==> config.mk <==
export PLATFORM = sky130hd
export DESIGN_NAME = mem_request_queue_flat
export DESIGN_NICKNAME = d
export VERILOG_FILES = /design/src/rtl/mem_request_queue_if.sv /design/src/rtl/mem_request_queue.sv /design/src/flat_wrapper.sv
export SDC_FILE = /design/constraint.sdc
export NUM_CORES = 1
export LEC_CHECK = 0
export CORE_MARGIN = 2
export CORE_UTILIZATION = 40
export CTS_CLUSTER_DIAMETER = 150
export CTS_CLUSTER_SIZE = 20
export DETAILED_ROUTE_END_ITERATION = 8
export GPL_TIMING_DRIVEN = 0
export HOLD_SLACK_MARGIN = 0.15
export MAX_ROUTING_LAYER = met4
export PLACE_DENSITY = 0.68
export SLEW_MARGIN = 10
export SYNTH_ARGS = -nofsm -noshare
export SYNTH_HDL_FRONTEND = slang
export SYNTH_SLANG_ARGS = --single-unit
==> constraint.sdc <==
create_clock -name clock -period 5.2 [get_ports clock]
set_clock_uncertainty 0.2 [all_clocks]
set_input_delay 1.3 -clock clock [delete_from_list [all_inputs] [get_ports clock]]
set_output_delay 1.3 -clock clock [all_outputs]
set_load 0.05 [all_outputs]
==> src/rtl/mem_request_queue_if.sv <==
`default_nettype none
// ============================================================================
// Module   : mem_request_queue_if
// Purpose  : Parser/scheduler-facing bundle of the memory request queue.
//            master = the environment (parser + scheduler), slave = the queue.
//            Optional statistics signals appear when QUEUE_STATS_EN is defined.
// Revision : 1.0 - initial release
// ============================================================================
interface mem_request_queue_if #(
  parameter int DEPTH         = 16,
  parameter int ADDRESS_WIDTH = 32
);
  localparam int OCC_WIDTH = $clog2(DEPTH) + 1;

  // parser side
  logic                     in_op_ready_s;
  logic [1:0]               in_opcode;
  logic [ADDRESS_WIDTH-1:0] in_address;
  logic [31:0]              in_clock_count;
  logic                     queue_full;

  // scheduler side
  logic                     out_valid;
  logic [1:0]               out_opcode;
  logic [ADDRESS_WIDTH-1:0] out_address;
  logic [31:0]              out_clock_count;
  logic [1:0]               out_bank_group;
  logic [1:0]               out_bank;
  logic [7:0]               out_column;
  logic [9:0]               out_row;
  logic [6:0]               out_life;
  logic                     out_expired;
  logic                     pop;
  logic [OCC_WIDTH-1:0]     occupancy;

`ifdef QUEUE_STATS_EN
  logic [OCC_WIDTH-1:0]     peak_occupancy;
  logic [15:0]              reject_count;
`endif

  modport master (
    output in_op_ready_s, in_opcode, in_address, in_clock_count, pop,
    input  queue_full, out_valid, out_opcode, out_address, out_clock_count,
           out_bank_group, out_bank, out_column, out_row, out_life,
           out_expired, occupancy
`ifdef QUEUE_STATS_EN
           , peak_occupancy, reject_count
`endif
  );

  modport slave (
    input  in_op_ready_s, in_opcode, in_address, in_clock_count, pop,
    output queue_full, out_valid, out_opcode, out_address, out_clock_count,
           out_bank_group, out_bank, out_column, out_row, out_life,
           out_expired, occupancy
`ifdef QUEUE_STATS_EN
           , peak_occupancy, reject_count
`endif
  );
endinterface
`default_nettype wire

==> src/rtl/mem_request_queue.sv <==
`default_nettype none
// ============================================================================
// Module   : mem_request_queue
// Purpose  : DEPTH-entry circular FIFO between the trace parser and the DRAM
//            command scheduler. Ages every buffered entry each cycle and
//            presents the head with its address split into bank group, bank,
//            row and column. Optional statistics (peak occupancy, rejected
//            push count) are built when the macro QUEUE_STATS_EN is defined.
// Revision : 1.0 - initial release
// ============================================================================
module mem_request_queue #(
  parameter int DEPTH         = 16,
  parameter int ADDRESS_WIDTH = 32,
  parameter int BG_OFFSET     = 6,
  parameter int BANK_OFFSET   = 8,
  parameter int COLUMN_OFFSET = 10,
  parameter int ROW_OFFSET    = 18,
  parameter int MAX_LIFE      = 100
) (
  input  logic               clock,
  input  logic               reset,
  mem_request_queue_if.slave bus
);
  localparam int         PTR_WIDTH = $clog2(DEPTH);
  localparam int         OCC_WIDTH = $clog2(DEPTH) + 1;
  localparam logic [1:0] c_op_nop  = 2'd3;
  localparam logic [6:0] c_life_sat = 7'd127;
  localparam logic [6:0] c_max_life = 7'(MAX_LIFE);
  localparam logic [OCC_WIDTH-1:0] c_full = OCC_WIDTH'(DEPTH);

  logic [1:0]               r_opcode      [DEPTH];
  logic [ADDRESS_WIDTH-1:0] r_address     [DEPTH];
  logic [31:0]              r_clock_count [DEPTH];
  logic [6:0]               r_life        [DEPTH];
  logic [DEPTH-1:0]         r_valid;
  logic [PTR_WIDTH-1:0]     r_rd_ptr;
  logic [PTR_WIDTH-1:0]     r_wr_ptr;
  logic [OCC_WIDTH-1:0]     r_occupancy;

  logic                     w_head_valid;
  logic                     w_pop;
  logic                     w_req;
  logic                     w_push;
  logic [OCC_WIDTH-1:0]     w_occ_next;
  logic [ADDRESS_WIDTH-1:0] w_head_addr;

  // Handshake decode: a full queue still accepts a push when the head leaves.
  always_comb begin
    w_head_valid = (r_occupancy != '0);
    w_pop        = bus.pop && w_head_valid;
    w_req        = bus.in_op_ready_s && (bus.in_opcode != c_op_nop);
    w_push       = w_req && ((r_occupancy != c_full) || w_pop);
    w_occ_next   = r_occupancy;
    if (w_push && !w_pop) begin
      w_occ_next = r_occupancy + OCC_WIDTH'(1);
    end else if (w_pop && !w_push) begin
      w_occ_next = r_occupancy - OCC_WIDTH'(1);
    end
  end

  // Pointers and occupancy; full/empty come from occupancy only.
  always_ff @(posedge clock or posedge reset) begin
    if (reset) begin
      r_rd_ptr    <= '0;
      r_wr_ptr    <= '0;
      r_occupancy <= '0;
    end else begin
      if (w_pop)  r_rd_ptr <= r_rd_ptr + PTR_WIDTH'(1);
      if (w_push) r_wr_ptr <= r_wr_ptr + PTR_WIDTH'(1);
      r_occupancy <= w_occ_next;
    end
  end

  // Per-entry valid flag and saturating age; a fresh write wins over the pop
  // of the same slot when the queue is full.
  always_ff @(posedge clock or posedge reset) begin
    if (reset) begin
      r_valid <= '0;
      for (int i = 0; i < DEPTH; i++) r_life[i] <= '0;
    end else begin
      for (int i = 0; i < DEPTH; i++) begin
        if (w_push && (r_wr_ptr == PTR_WIDTH'(i))) begin
          r_valid[i] <= 1'b1;
          r_life[i]  <= '0;
        end else begin
          if (w_pop && (r_rd_ptr == PTR_WIDTH'(i))) r_valid[i] <= 1'b0;
          if (r_valid[i] && (r_life[i] != c_life_sat)) r_life[i] <= r_life[i] + 7'd1;
        end
      end
    end
  end

  // Request payload storage; contents are only observed behind the valid flags.
  always_ff @(posedge clock) begin
    if (w_push) begin
      r_opcode[r_wr_ptr]      <= bus.in_opcode;
      r_address[r_wr_ptr]     <= bus.in_address;
      r_clock_count[r_wr_ptr] <= bus.in_clock_count;
    end
  end

  // Head presentation: NOP and zeros whenever the queue is empty.
  always_comb begin
    w_head_addr         = r_address[r_rd_ptr];
    bus.queue_full      = (r_occupancy == c_full);
    bus.occupancy       = r_occupancy;
    bus.out_valid       = w_head_valid;
    bus.out_opcode      = c_op_nop;
    bus.out_address     = '0;
    bus.out_clock_count = '0;
    bus.out_bank_group  = '0;
    bus.out_bank        = '0;
    bus.out_column      = '0;
    bus.out_row         = '0;
    bus.out_life        = '0;
    bus.out_expired     = 1'b0;
    if (w_head_valid) begin
      bus.out_opcode      = r_opcode[r_rd_ptr];
      bus.out_address     = w_head_addr;
      bus.out_clock_count = r_clock_count[r_rd_ptr];
      bus.out_bank_group  = w_head_addr[BG_OFFSET +: 2];
      bus.out_bank        = w_head_addr[BANK_OFFSET +: 2];
      bus.out_column      = w_head_addr[COLUMN_OFFSET +: 8];
      bus.out_row         = w_head_addr[ROW_OFFSET +: 10];
      bus.out_life        = r_life[r_rd_ptr];
      bus.out_expired     = (r_life[r_rd_ptr] >= c_max_life);
    end
  end

`ifdef QUEUE_STATS_EN
  logic [OCC_WIDTH-1:0] r_peak;
  logic [15:0]          r_reject;

  // High-water mark and saturating count of refused real requests.
  always_ff @(posedge clock or posedge reset) begin
    if (reset) begin
      r_peak   <= '0;
      r_reject <= '0;
    end else begin
      if (w_occ_next > r_peak) r_peak <= w_occ_next;
      if (w_req && !w_push && (r_reject != 16'hFFFF)) r_reject <= r_reject + 16'd1;
    end
  end

  assign bus.peak_occupancy = r_peak;
  assign bus.reject_count   = r_reject;
`endif
endmodule
`default_nettype wire

==> src/flat_wrapper.sv <==
// flat-port wrapper written by rule: the top's interface ports become plain ports
module mem_request_queue_flat 
#(
  parameter int DEPTH         = 16,
  parameter int ADDRESS_WIDTH = 32,
  parameter int BG_OFFSET     = 6,
  parameter int BANK_OFFSET   = 8,
  parameter int COLUMN_OFFSET = 10,
  parameter int ROW_OFFSET    = 18,
  parameter int MAX_LIFE      = 100
)
  (clock, reset, bus_in_op_ready_s, bus_in_opcode, bus_in_address, bus_in_clock_count, bus_pop, bus_queue_full, bus_out_valid, bus_out_opcode, bus_out_address, bus_out_clock_count, bus_out_bank_group, bus_out_bank, bus_out_column, bus_out_row, bus_out_life, bus_out_expired, bus_occupancy);
  mem_request_queue_if #(.DEPTH(DEPTH), .ADDRESS_WIDTH(ADDRESS_WIDTH)) bus_i ();
  input  logic clock;
  input  logic reset;
  input wire logic [$bits(bus_i.in_op_ready_s)-1:0] bus_in_op_ready_s;
  input wire logic [$bits(bus_i.in_opcode)-1:0] bus_in_opcode;
  input wire logic [$bits(bus_i.in_address)-1:0] bus_in_address;
  input wire logic [$bits(bus_i.in_clock_count)-1:0] bus_in_clock_count;
  input wire logic [$bits(bus_i.pop)-1:0] bus_pop;
  output wire logic [$bits(bus_i.queue_full)-1:0] bus_queue_full;
  output wire logic [$bits(bus_i.out_valid)-1:0] bus_out_valid;
  output wire logic [$bits(bus_i.out_opcode)-1:0] bus_out_opcode;
  output wire logic [$bits(bus_i.out_address)-1:0] bus_out_address;
  output wire logic [$bits(bus_i.out_clock_count)-1:0] bus_out_clock_count;
  output wire logic [$bits(bus_i.out_bank_group)-1:0] bus_out_bank_group;
  output wire logic [$bits(bus_i.out_bank)-1:0] bus_out_bank;
  output wire logic [$bits(bus_i.out_column)-1:0] bus_out_column;
  output wire logic [$bits(bus_i.out_row)-1:0] bus_out_row;
  output wire logic [$bits(bus_i.out_life)-1:0] bus_out_life;
  output wire logic [$bits(bus_i.out_expired)-1:0] bus_out_expired;
  output wire logic [$bits(bus_i.occupancy)-1:0] bus_occupancy;
  assign bus_i.in_op_ready_s = bus_in_op_ready_s;
  assign bus_i.in_opcode = bus_in_opcode;
  assign bus_i.in_address = bus_in_address;
  assign bus_i.in_clock_count = bus_in_clock_count;
  assign bus_i.pop = bus_pop;
  assign bus_queue_full = bus_i.queue_full;
  assign bus_out_valid = bus_i.out_valid;
  assign bus_out_opcode = bus_i.out_opcode;
  assign bus_out_address = bus_i.out_address;
  assign bus_out_clock_count = bus_i.out_clock_count;
  assign bus_out_bank_group = bus_i.out_bank_group;
  assign bus_out_bank = bus_i.out_bank;
  assign bus_out_column = bus_i.out_column;
  assign bus_out_row = bus_i.out_row;
  assign bus_out_life = bus_i.out_life;
  assign bus_out_expired = bus_i.out_expired;
  assign bus_occupancy = bus_i.occupancy;
  mem_request_queue #(.DEPTH(DEPTH), .ADDRESS_WIDTH(ADDRESS_WIDTH), .BG_OFFSET(BG_OFFSET), .BANK_OFFSET(BANK_OFFSET), .COLUMN_OFFSET(COLUMN_OFFSET), .ROW_OFFSET(ROW_OFFSET), .MAX_LIFE(MAX_LIFE)) u_core (.clock(clock), .reset(reset), .bus(bus_i));
endmodule
**Yosys cells after proc, flatten, opt, wreduce, memory -nomap -nowiden**

Memories as Yosys holds them, arrays and structs flattened.
Cells that the tools add are included.

- Register bits: 141
- Bits in latches: 0
- Memory bits (writable): 1,056
- ROM bits: 0
- Input port bits: 70
- Output and inout bits: 103
- Word-level logic and storage cells: 282
- Memories: 3

- $add $sub $neg: 20
- Multiply operators: 0
- Div/mod/pow operators: 0
- $lt $le $gt $ge: 2
- Equality and inequality tests: 49
- Shifts and indexed selects: 0
- Mux-type cells: 80
- Bitwise logic cells: 1
- Reduce and logical (&&, ||, !) cells: 92

Memory list:

| memory | words | width | read ports | clocked after memory_dff | wr ports | line | text |
|---|---|---|---|---|---|---|---|
| u_core.r_address | 16 | 32 | 1 | 0 | 1 | mem_request_queue.sv:32 | `logic [ADDRESS_WIDTH-1:0] r_address [DEPTH];` |
| u_core.r_clock_count | 16 | 32 | 1 | 0 | 1 | mem_request_queue.sv:33 | `logic [31:0] r_clock_count [DEPTH];` |
| u_core.r_opcode | 16 | 2 | 1 | 0 | 1 | mem_request_queue.sv:31 | `logic [1:0] r_opcode [DEPTH];` |

Operator list:

| operator | count |
|---|---|
| $mux 7 | 35 |
| $add 7x1->7 const B | 16 |
| $ne 7x7->1 const B | 16 |
| $reduce_bool 2->1 | 33 |
| $eq 4x4->1 const B | 16 |
| $mux 32 | 2 |
| $logic_and 1x1->1 | 53 |
| $mux 1 | 35 |
| $eq 4x3->1 const B | 8 |
| $bmux 7 s4 | 1 |
| $eq 4x2->1 const B | 4 |
| $mux 10 | 1 |
| $mux 5 | 2 |
| $add 4x1->4 const B | 2 |
| $eq 4x1->1 const B | 2 |
| $logic_not 4->1 | 2 |
| $mux 8 | 1 |
| $ge 7x7->1 const B | 1 |
| $mux 2 | 3 |
| $add 5x1->5 const B | 1 |
| $eq 5x5->1 const B | 1 |
| $ge 5x5->1 const B | 1 |
| $ne 5x5->1 const B | 1 |
| $not 4->5 | 1 |
| 5 further kinds | 6 |

**Longest topological paths before layout**

Gate-level depths: netlist of run 1.

- Word-level depth: 8
- Depth in mapped cells: 13
- Mapped depth without buffers: 12

**Least setup slack after synthesis of run 1**

No wires, ideal clock.

- Path type: input port to flip-flop
- Start: input bus_in_op_ready_s
- End: memory u_core.r_address[15][0] (enable)
- Setup time: 0.503 ns
- Arrival time: 5.081 ns
- Path slack: -0.583 ns
- Stages: 4
- Path buffers: 0
- Cell sequence: a21bo_2 -> a31oi_2 -> nand2_1 -> nor2_1

- Cells in the longest elaborated chain, start to end: 4

Ends and longest elaborated chain:

| element | line | text |
|---|---|---|
| from (decl) | flat_wrapper.sv:16 | `input wire logic [$bits(bus_i.in_op_ready_s)-1:0] bus_in_op_ready_s;` |
| $logic_and 1x1->1 | mem_request_queue.sv:51 | `w_req = bus.in_op_ready_s && (bus.in_opcode != c_op_nop);` |
| $logic_and 1x1->1 | mem_request_queue.sv:52 | `w_push = w_req && ((r_occupancy != c_full) \|\| w_pop);` |
| net u_core.w_push | mem_request_queue.sv:43 | `logic w_push;` |
| $mux 1 | mem_request_queue.sv:95 | `if (w_push) begin` |
| $mux 1 (implied by the code) | mem_request_queue.sv:97 | `r_address[r_wr_ptr] <= bus.in_address;` |
| to (decl) | mem_request_queue.sv:32 |  |

The timed path passes the listed nets, and every way through them passes these cells.

**Worst setup path in the final report of run 1**

- Start: register u_core.r_rd_ptr[0]
- End: output bus_out_row[2]

- Cells in the longest elaborated chain, start to end: 2

Ends and longest elaborated chain:

| element | line | text |
|---|---|---|
| from (decl) | mem_request_queue.sv:36 | `logic [PTR_WIDTH-1:0] r_rd_ptr;` |
| from (signal assigned) | mem_request_queue.sv:68 | `if (w_pop) r_rd_ptr <= r_rd_ptr + PTR_WIDTH'(1);` |
| $mem_v2 16x32 | n/a |  |
| $mux 10 | mem_request_queue.sv:117 | `if (w_head_valid) begin` |
| to (decl) | flat_wrapper.sv:29 | `output wire logic [$bits(bus_i.out_row)-1:0] bus_out_row;` |

No other way between the ends.

==> flow_summary.toml, run 1 <==
[run_status]
outcome = "finished, final reports clean"

[clock_network]
clock-sinks = 1197
path_clk_slew_ps = 90
clk_latency_ps = 650
clock_tree.htree_level_count = 3
tritoncts = "built"
cts-root-to-sink-buffers = 3
number_of_buffers_inserted_during_clock_tree_synthesis = 69
clock_tree_root_driver_cell = "clkbuf_16"
hold_buffers = 0

[synth]
synthesis.instances = 2245
synth_simple_gate_area_share = 0.0353
synth_top_family_by_area = "multiplexers"
synth_top_area_cell = "edfxtp_1"
synth_top_cells_by_count = "edfxtp_1 (1,056), mux4_2 (362), dfrtp_1 (141)"
syn_area_per_cell_um2 = 21.2
synth_compound_area_frac = 0.00986
net_count_of_the_mapped_netlist = 2344
synth.most_common_cell = "edfxtp_1"
number_of_enable_type_register_cells_in_the_synthesized_netlist = 1056
ys_top_cells_by_area = "edfxtp_1 (66%), mux4_2 (17%), dfrtp_1 (7.4%), xor2_1 (1.2%), nor2_1 (1.0%)"
yosysWarningCount = 0
post_synthesis_mux_area_share = 0.175
postSynthRegisterBits = 1197
post_synth_fa_ha_maj_area_fraction = 0.00777
yosysSeqAreaShare = 0.739
synth-xor-area-share = 0.0167
netlist_area_um2 = 47700
ys_types = 37
netlist.area_leader.share = 0.665
synth_async_sr_flop_share = 0.118
synth_ff_type = "edfxtp_1"

[critical_path]
crit_required_ps = 3700
worstPathArrival_ps = 3610
timing.critical_path.from_type = "register"
critical_path.endpoint_type = "primary output"
critical_path.max_fanout = 10
classification_of_the_worst_setup_path = "reg2out"

[route]
wl_met2_mm = 58.8
routed_via_density = 5.70
highest_layer = "met4"
drtAntennaViolNets = 0
detail_route.drc_violations = 0
routed-wl-met3_mm = 8.29
vias = 23700
wirelength_mm = 116
detail_route.wl_per_cell_um = 28.0
drtIter0Drc = 3000
detail_route.wirelength.met1_mm = 47.5
detailedRoute.firstPassIterationCount = 5

[die]
die_area_um2 = 122000
core.rowCount = 126
num_io_pins = 173
coreArea_um2 = 118000
die_width_um = 349
initial_core_util = 0.404
die_h_um = 349

[sta]
slew-limit-headroom = 0.407
hold_violations = 0
fin_ws_ps = 90.2
period_utilization_post_route = 0.983
max_clock_freq_ghz = 0.196
setup_viol = 0
slew_viol_final = 0
finalCriticalPeriod_ps = 5110
timing_worst_slew_pin_value_ps = 890

[final_layout]
final_core_util = 0.468
finish.cell_count_without_fillers = 4148
area_added_between_synthesis_and_finish_pct = 15.9
layout-drive-gt1-share = 0.249
num-nets-final = 2668
stdcell_area_um2 = 55300

[run]
drv.max_cap_violation_count = 0

[global_route]
grt_usage = 0.196
antenna_found_initial = 13
grt_overflow = 0
grt_start_max_net_pins = 74
grt_pass1_wl_mm = 168
grt_pass1_vias = 24200

[placement]
dpl.hpwl_mm = 77.6
gp_routability_congestion = 0.848
placed_cells = 4031
place_area_um2 = 53200
number_of_buffers_inserted_by_port_buffering = 172
detailedPlace.worstSlack_ps = -967

[hold_path]
holdCritPathClass = "reg2reg"

[power]
power_density_nw_per_um2 = 586
power_leakage_nw = 18.2
peakVddDrop_mv = 0.599
-- flip-flops by register name, indices dropped and copies added, names as in the netlist --
signal / cells
u_core.r_rd_ptr: 4
u_core.r_clock_count: 512
u_core.r_valid: 16
u_core.bus.occupancy: 5
u_core.r_life: 112
u_core.r_address: 512
u_core.r_opcode: 32
u_core.r_wr_ptr: 4
-- area by class of cell --
class / instances / area, um^2
sequential: 1197 / 35200
tap: 1536 / 1920
fill: 9537 / 62800
buffer: 118 / 872
multi-input combinational: 903 / 11800
inverter: 25 / 103
clock inverter: 1 / 5.00
clock buffer: 105 / 1950
timing repair buffer: 255 / 3330
antenna: 8 / 20.0
-- where the power goes --
group | total (mW) | switching [mW] | internal, mW
Combinational | 14.4 | 8.56 | 5.81
Sequential | 12.5 | 0.844 | 11.7
Clock | 5.53 | 2.93 | 2.59
Total | 32.4 | 12.3 | 20.1
-- path summary, 6_finish.rpt --
| path | slack, ps | end | cells after the start | start |
|---|---|---|---|---|
| worst max-delay path | 90 | bus_out_row[2] | 8 | u_core.r_rd_ptr[0]$_DFFE_PP0P_ |
| worst min-delay path | 310 | u_core.r_valid[14]$_DFFE_PP0P_ | 1 | u_core.r_valid[14]$_DFFE_PP0P_ |
| worst max register to register | 1220 | u_core.bus.occupancy[4]$_DFFE_PP0P_ | 14 | u_core.bus.occupancy[0]$_DFFE_PP0P_ |
| worst min register to register | 310 | u_core.r_valid[14]$_DFFE_PP0P_ | 1 | u_core.r_valid[14]$_DFFE_PP0P_ |
| max in group asynchronous | 3050 | u_core.r_life[107]$_DFFE_PP0P_ | 3 | reset |
| min in group asynchronous | 900 | u_core.bus.occupancy[0]$_DFFE_PP0P_ | 2 | reset |
-- routing by layer --
metal	global-route usage	up-vias
met1	0.265	12800
met5	-	-
li1	-	9791
met4	0.0376	0
met3	0.0285	112
met2	0.320	955
-- timing repair --
| item | 4_1_cts | 5_1_grt |
|---|---|---|
| resized for setup | 187 | 20 |
| buffers inserted | 5 | 0 |
| setup endpoints to repair | 97 | 11 |
-- layout by cell type, fill, tap and decap left out, types with 4 or more instances in the layout --
| cell type | n |
|---|---|
| inv_1 | 23 |
| buf_6 | 19 |
| nor2_4 | 12 |
| mux4_2 | 362 |
| dfrtp_1 | 141 |
| dlygate4sd2_1 | 90 |
| o21ai_0 | 4 |
| buf_12 | 23 |
| diode_2 | 8 |
| xor2_1 | 66 |
| clkbuf_4 | 17 |
| and4_1 | 11 |
| clkbuf_16 | 73 |
| and2_1 | 70 |
| edfxtp_1 | 1056 |
| buf_4 | 50 |
| a31oi_1 | 22 |
| buf_2 | 6 |
| nand4_1 | 29 |
| xnor2_1 | 25 |
| a41oi_1 | 10 |
| buf_16 | 34 |
| a22oi_1 | 4 |
| clkdlybuf4s50_1 | 77 |
| buf_8 | 22 |
| a21o_1 | 18 |
| mux2i_1 | 17 |
| nand3_1 | 17 |
| and3_1 | 21 |
| ha_1 | 28 |
| nor3_4 | 4 |
| clkbuf_2 | 14 |
| clkbuf_1 | 49 |
| nand2_1 | 49 |
| nor2_1 | 115 |
| a21oi_1 | 4 |
-- logic make-up (layout without fill, tap and decap cells) --
group           count (synthesis)  count (layout)
buf+inv                       145             504
compound gates                 66              66
other cells                     0               8
simple gates                  336             336
mux                           381             381
xor+xnor                       91              91
flops                        1197            1197
fa+ha+maj                      29              29
-- worst max-delay path, cell delays in order (launching register included) --
cell and delay (ps):
dfrtp_1 380, buf_2 210, buf_6 240, buf_4 320, mux4_2 550, mux4_2 520
and2_1 190, buf_4 120, dlygate4sd2_1 410
-- stage by stage --
| step | hold WS [ps] | power [mW] | setup TNS (ps) |
|---|---|---|---|
| 3_5_place_dp | 289 | 27.7 | -44590 |
| 3_3_place_gp | 291 | 27.2 | -5487380 |
| 2_1_floorplan | 272 | 22.5 | -348530 |
| 5_1_grt | 341 | 33.7 | -0.0722 |
| 4_1_cts | 315 | 32.6 | -102 |
| 6_report | 314 | 32.4 | 0 |
Power figures use the tool's default switching activity.
==> inputs of run 2 (changes only) <==
--- a/config.mk
+++ b/config.mk
@@ -10,7 +10,6 @@
 export CTS_CLUSTER_DIAMETER = 150
 export CTS_CLUSTER_SIZE = 20
 export DETAILED_ROUTE_END_ITERATION = 8
-export GPL_TIMING_DRIVEN = 0
 export HOLD_SLACK_MARGIN = 0.15
 export MAX_ROUTING_LAYER = met4
 export PLACE_DENSITY = 0.68
==> run 2 against run 1 <==
- sequential cell count is the same
- non-clock buffer count shrank 132
- maximum frequency grew 0.68%
- cell count shrank 3.0%
- largest cell class unchanged
- total power shrank 2.3%
- global-route usage shrank 1.3 points
- clock-buffer cell count grew 2
- first-iteration DRC count shrank 27%
- die area is the same
- worst setup slack gained 35 ps
- critical endpoint is now bus_out_address[7]
==> flow_summary.toml, run 2 (synthesized netlist as in run 1, its figures left out) <==
[final_layout]
layout.cells.most_common = "edfxtp_1"
final_core_util = 0.453
largest_regs = "u_core.r_address (512), u_core.r_clock_count (512), u_core.r_life (112)"
fillers = 9724
layout.cells.most_common_list = "edfxtp_1 (1,056), mux4_2 (362), dfrtp_1 (137)"
area_added_between_synthesis_and_finish_pct = 12.2
num-nets-final = 2537
layout-drive-gt1-share = 0.249

[placement]
gp_routability_congestion = 0.803
number_of_buffers_inserted_by_port_buffering = 172
detailedPlace.worstSlack_ps = 615
dpl.hpwl_mm = 59.4

[global_route]
antenna_found_initial = 10
grt_usage = 0.183
grt_overflow = 0
grt_pass1_wl_mm = 159
grt_start_max_net_pins = 106
grt_pass1_vias = 23800

[critical_path]
crit_required_ps = 3700
timing.critical_path.from_type = "register"
worstPathArrival_ps = 3580
classification_of_the_worst_setup_path = "reg2out"
critical_path.endpoint_type = "primary output"
critical_path.max_fanout = 105

[clock_network]
path_clk_slew_ps = 90
clock_tree_root_driver_cell = "clkbuf_16"
cts-root-to-sink-buffers = 3
hold_buffers = 0
clock-sinks = 1197
clk_latency_ps = 660
tritoncts = "built"
number_of_buffers_inserted_during_clock_tree_synthesis = 70
clock_tree.htree_level_count = 3

[route]
wl_met2_mm = 54.7
highest_layer = "met4"
wirelength_mm = 108
routed_via_density = 5.67
routed-wl-met3_mm = 6.83
detail_route.wirelength.met1_mm = 45.1
detail_route.wl_per_cell_um = 26.9
detailedRoute.firstPassIterationCount = 7
drtAntennaViolNets = 0
vias = 22800
drtIter0Drc = 2178
detail_route.drc_violations = 0

[die]
num_io_pins = 173
die_width_um = 349
die_h_um = 349
die_area_um2 = 122000
core.rowCount = 126
initial_core_util = 0.404
coreArea_um2 = 118000

[sta]
slew-limit-headroom = 0.416
hold_violations = 0
timing_worst_slew_pin_value_ps = 876
rsz0062_at_grt = "no"
period_utilization_post_route = 0.976
setup_viol = 0
slew_viol_final = 0
setup_tns_ps = 0
fin_ws_ps = 125
max_clock_freq_ghz = 0.197
finalCriticalPeriod_ps = 5080
finalHoldWorstSlack_ps = 319

[run]
drv.max_cap_violation_count = 0

[power]
power_density_nw_per_um2 = 591
peakVddDrop_mv = 0.652
power_leakage_nw = 17.3

[run_status]
outcome = "finished, final reports clean"

[hold_path]
holdCritPathClass = "reg2reg"
## run 2: changes by cell type in the layout (fill, tap and decap cells not counted), moves of 17 or more
cell           change
buf_6             -19
clkbuf_4          -17
buf_4             +73
dlygate4sd2_1     -90
buf_8             -22
buf_16            -33
## run 2: worst paths after layout
| path | slack (ps) | cells after the start | end | from |
|---|---|---|---|---|
| worst max-delay path | 120 | 5 | bus_out_address[7] | u_core.r_rd_ptr[1]$_DFFE_PP0P_ |
| worst min-delay path | 320 | 1 | u_core.r_valid[8]$_DFFE_PP0P_ | u_core.r_valid[8]$_DFFE_PP0P_ |
| worst max register to register | 1880 | 14 | u_core.bus.occupancy[4]$_DFFE_PP0P_ | u_core.bus.occupancy[0]$_DFFE_PP0P_ |
| worst min register to register | 320 | 1 | u_core.r_valid[8]$_DFFE_PP0P_ | u_core.r_valid[8]$_DFFE_PP0P_ |
| max in group asynchronous | 2970 | 3 | u_core.r_life[5]$_DFFE_PP0P_ | reset |
| min in group asynchronous | 940 | 2 | u_core.bus.occupancy[2]$_DFFE_PP0P_ | reset |
## run 2: stage by stage
| step | instance area [um^2] | cells | power (mW) |
|---|---|---|---|
| 2_1_floorplan | 47700 | 2245 | 22.5 |
| 3_5_place_dp | 51400 | 3899 | 26.3 |
| 5_1_grt | 53500 | 4023 | 33.0 |
| 4_1_cts | 53500 | 4016 | 32.0 |
| 6_report | 53500 | 4023 | 31.6 |
| 3_3_place_gp | 51400 | 3899 | 26.0 |
## run 2: metal layers
layer,vias to the layer above,GRT usage
met5,-,-
met4,0,0.0361
met3,111,0.0299
met2,760,0.299
met1,12400,0.244
li1,9526,-
## run 2: what timing repair did
action | in CTS | in global routing
buffers inserted | 3 | 0
gates resized for setup | 1 | 0
endpoints found under the setup margin | 25 | 0
hold endpoints to repair | 0 | 0
## run 2: cell type report
cell class | count | area, um^2 | share of cell area
clock buffers | 107 | 1930 | 0.0361
well taps | 1536 | 1920 | 0.0359
clock inverters | 7 | 114 | 0.00213
inverters | 25 | 98.8 | 0.00185
flip-flops and latches | 1197 | 35300 | 0.659
repair buffers | 241 | 2380 | 0.0445
multi-input cells | 903 | 11800 | 0.220
diodes | 7 | 17.5 | 0.000327
## run 2: worst max-delay path, cell delays in order (launching register included)
cell     delay (ps)
dfrtp_4         880
buf_12          510
mux4_2          410
mux4_2          550
and2_1          210
buf_4           190
## run 2: power breakdown
group	leakage, nW	total (mW)	switching [mW]	internal (mW)
clock network	0.981	5.67	3.05	2.62
logic	5.09	13.3	7.74	5.52
registers	11.2	12.7	1.05	11.7
==> inputs of run 3 (changes only) <==
--- a/config.mk
+++ b/config.mk
@@ -10,7 +10,7 @@
 export CTS_CLUSTER_DIAMETER = 150
 export CTS_CLUSTER_SIZE = 20
 export DETAILED_ROUTE_END_ITERATION = 8
-export HOLD_SLACK_MARGIN = 0.15
+export HOLD_SLACK_MARGIN = 0.08
 export MAX_ROUTING_LAYER = met4
 export PLACE_DENSITY = 0.68
 export SLEW_MARGIN = 10
==> results of run 3 <==
No change in the layout: final DEF, timing and power equal those of run 2.
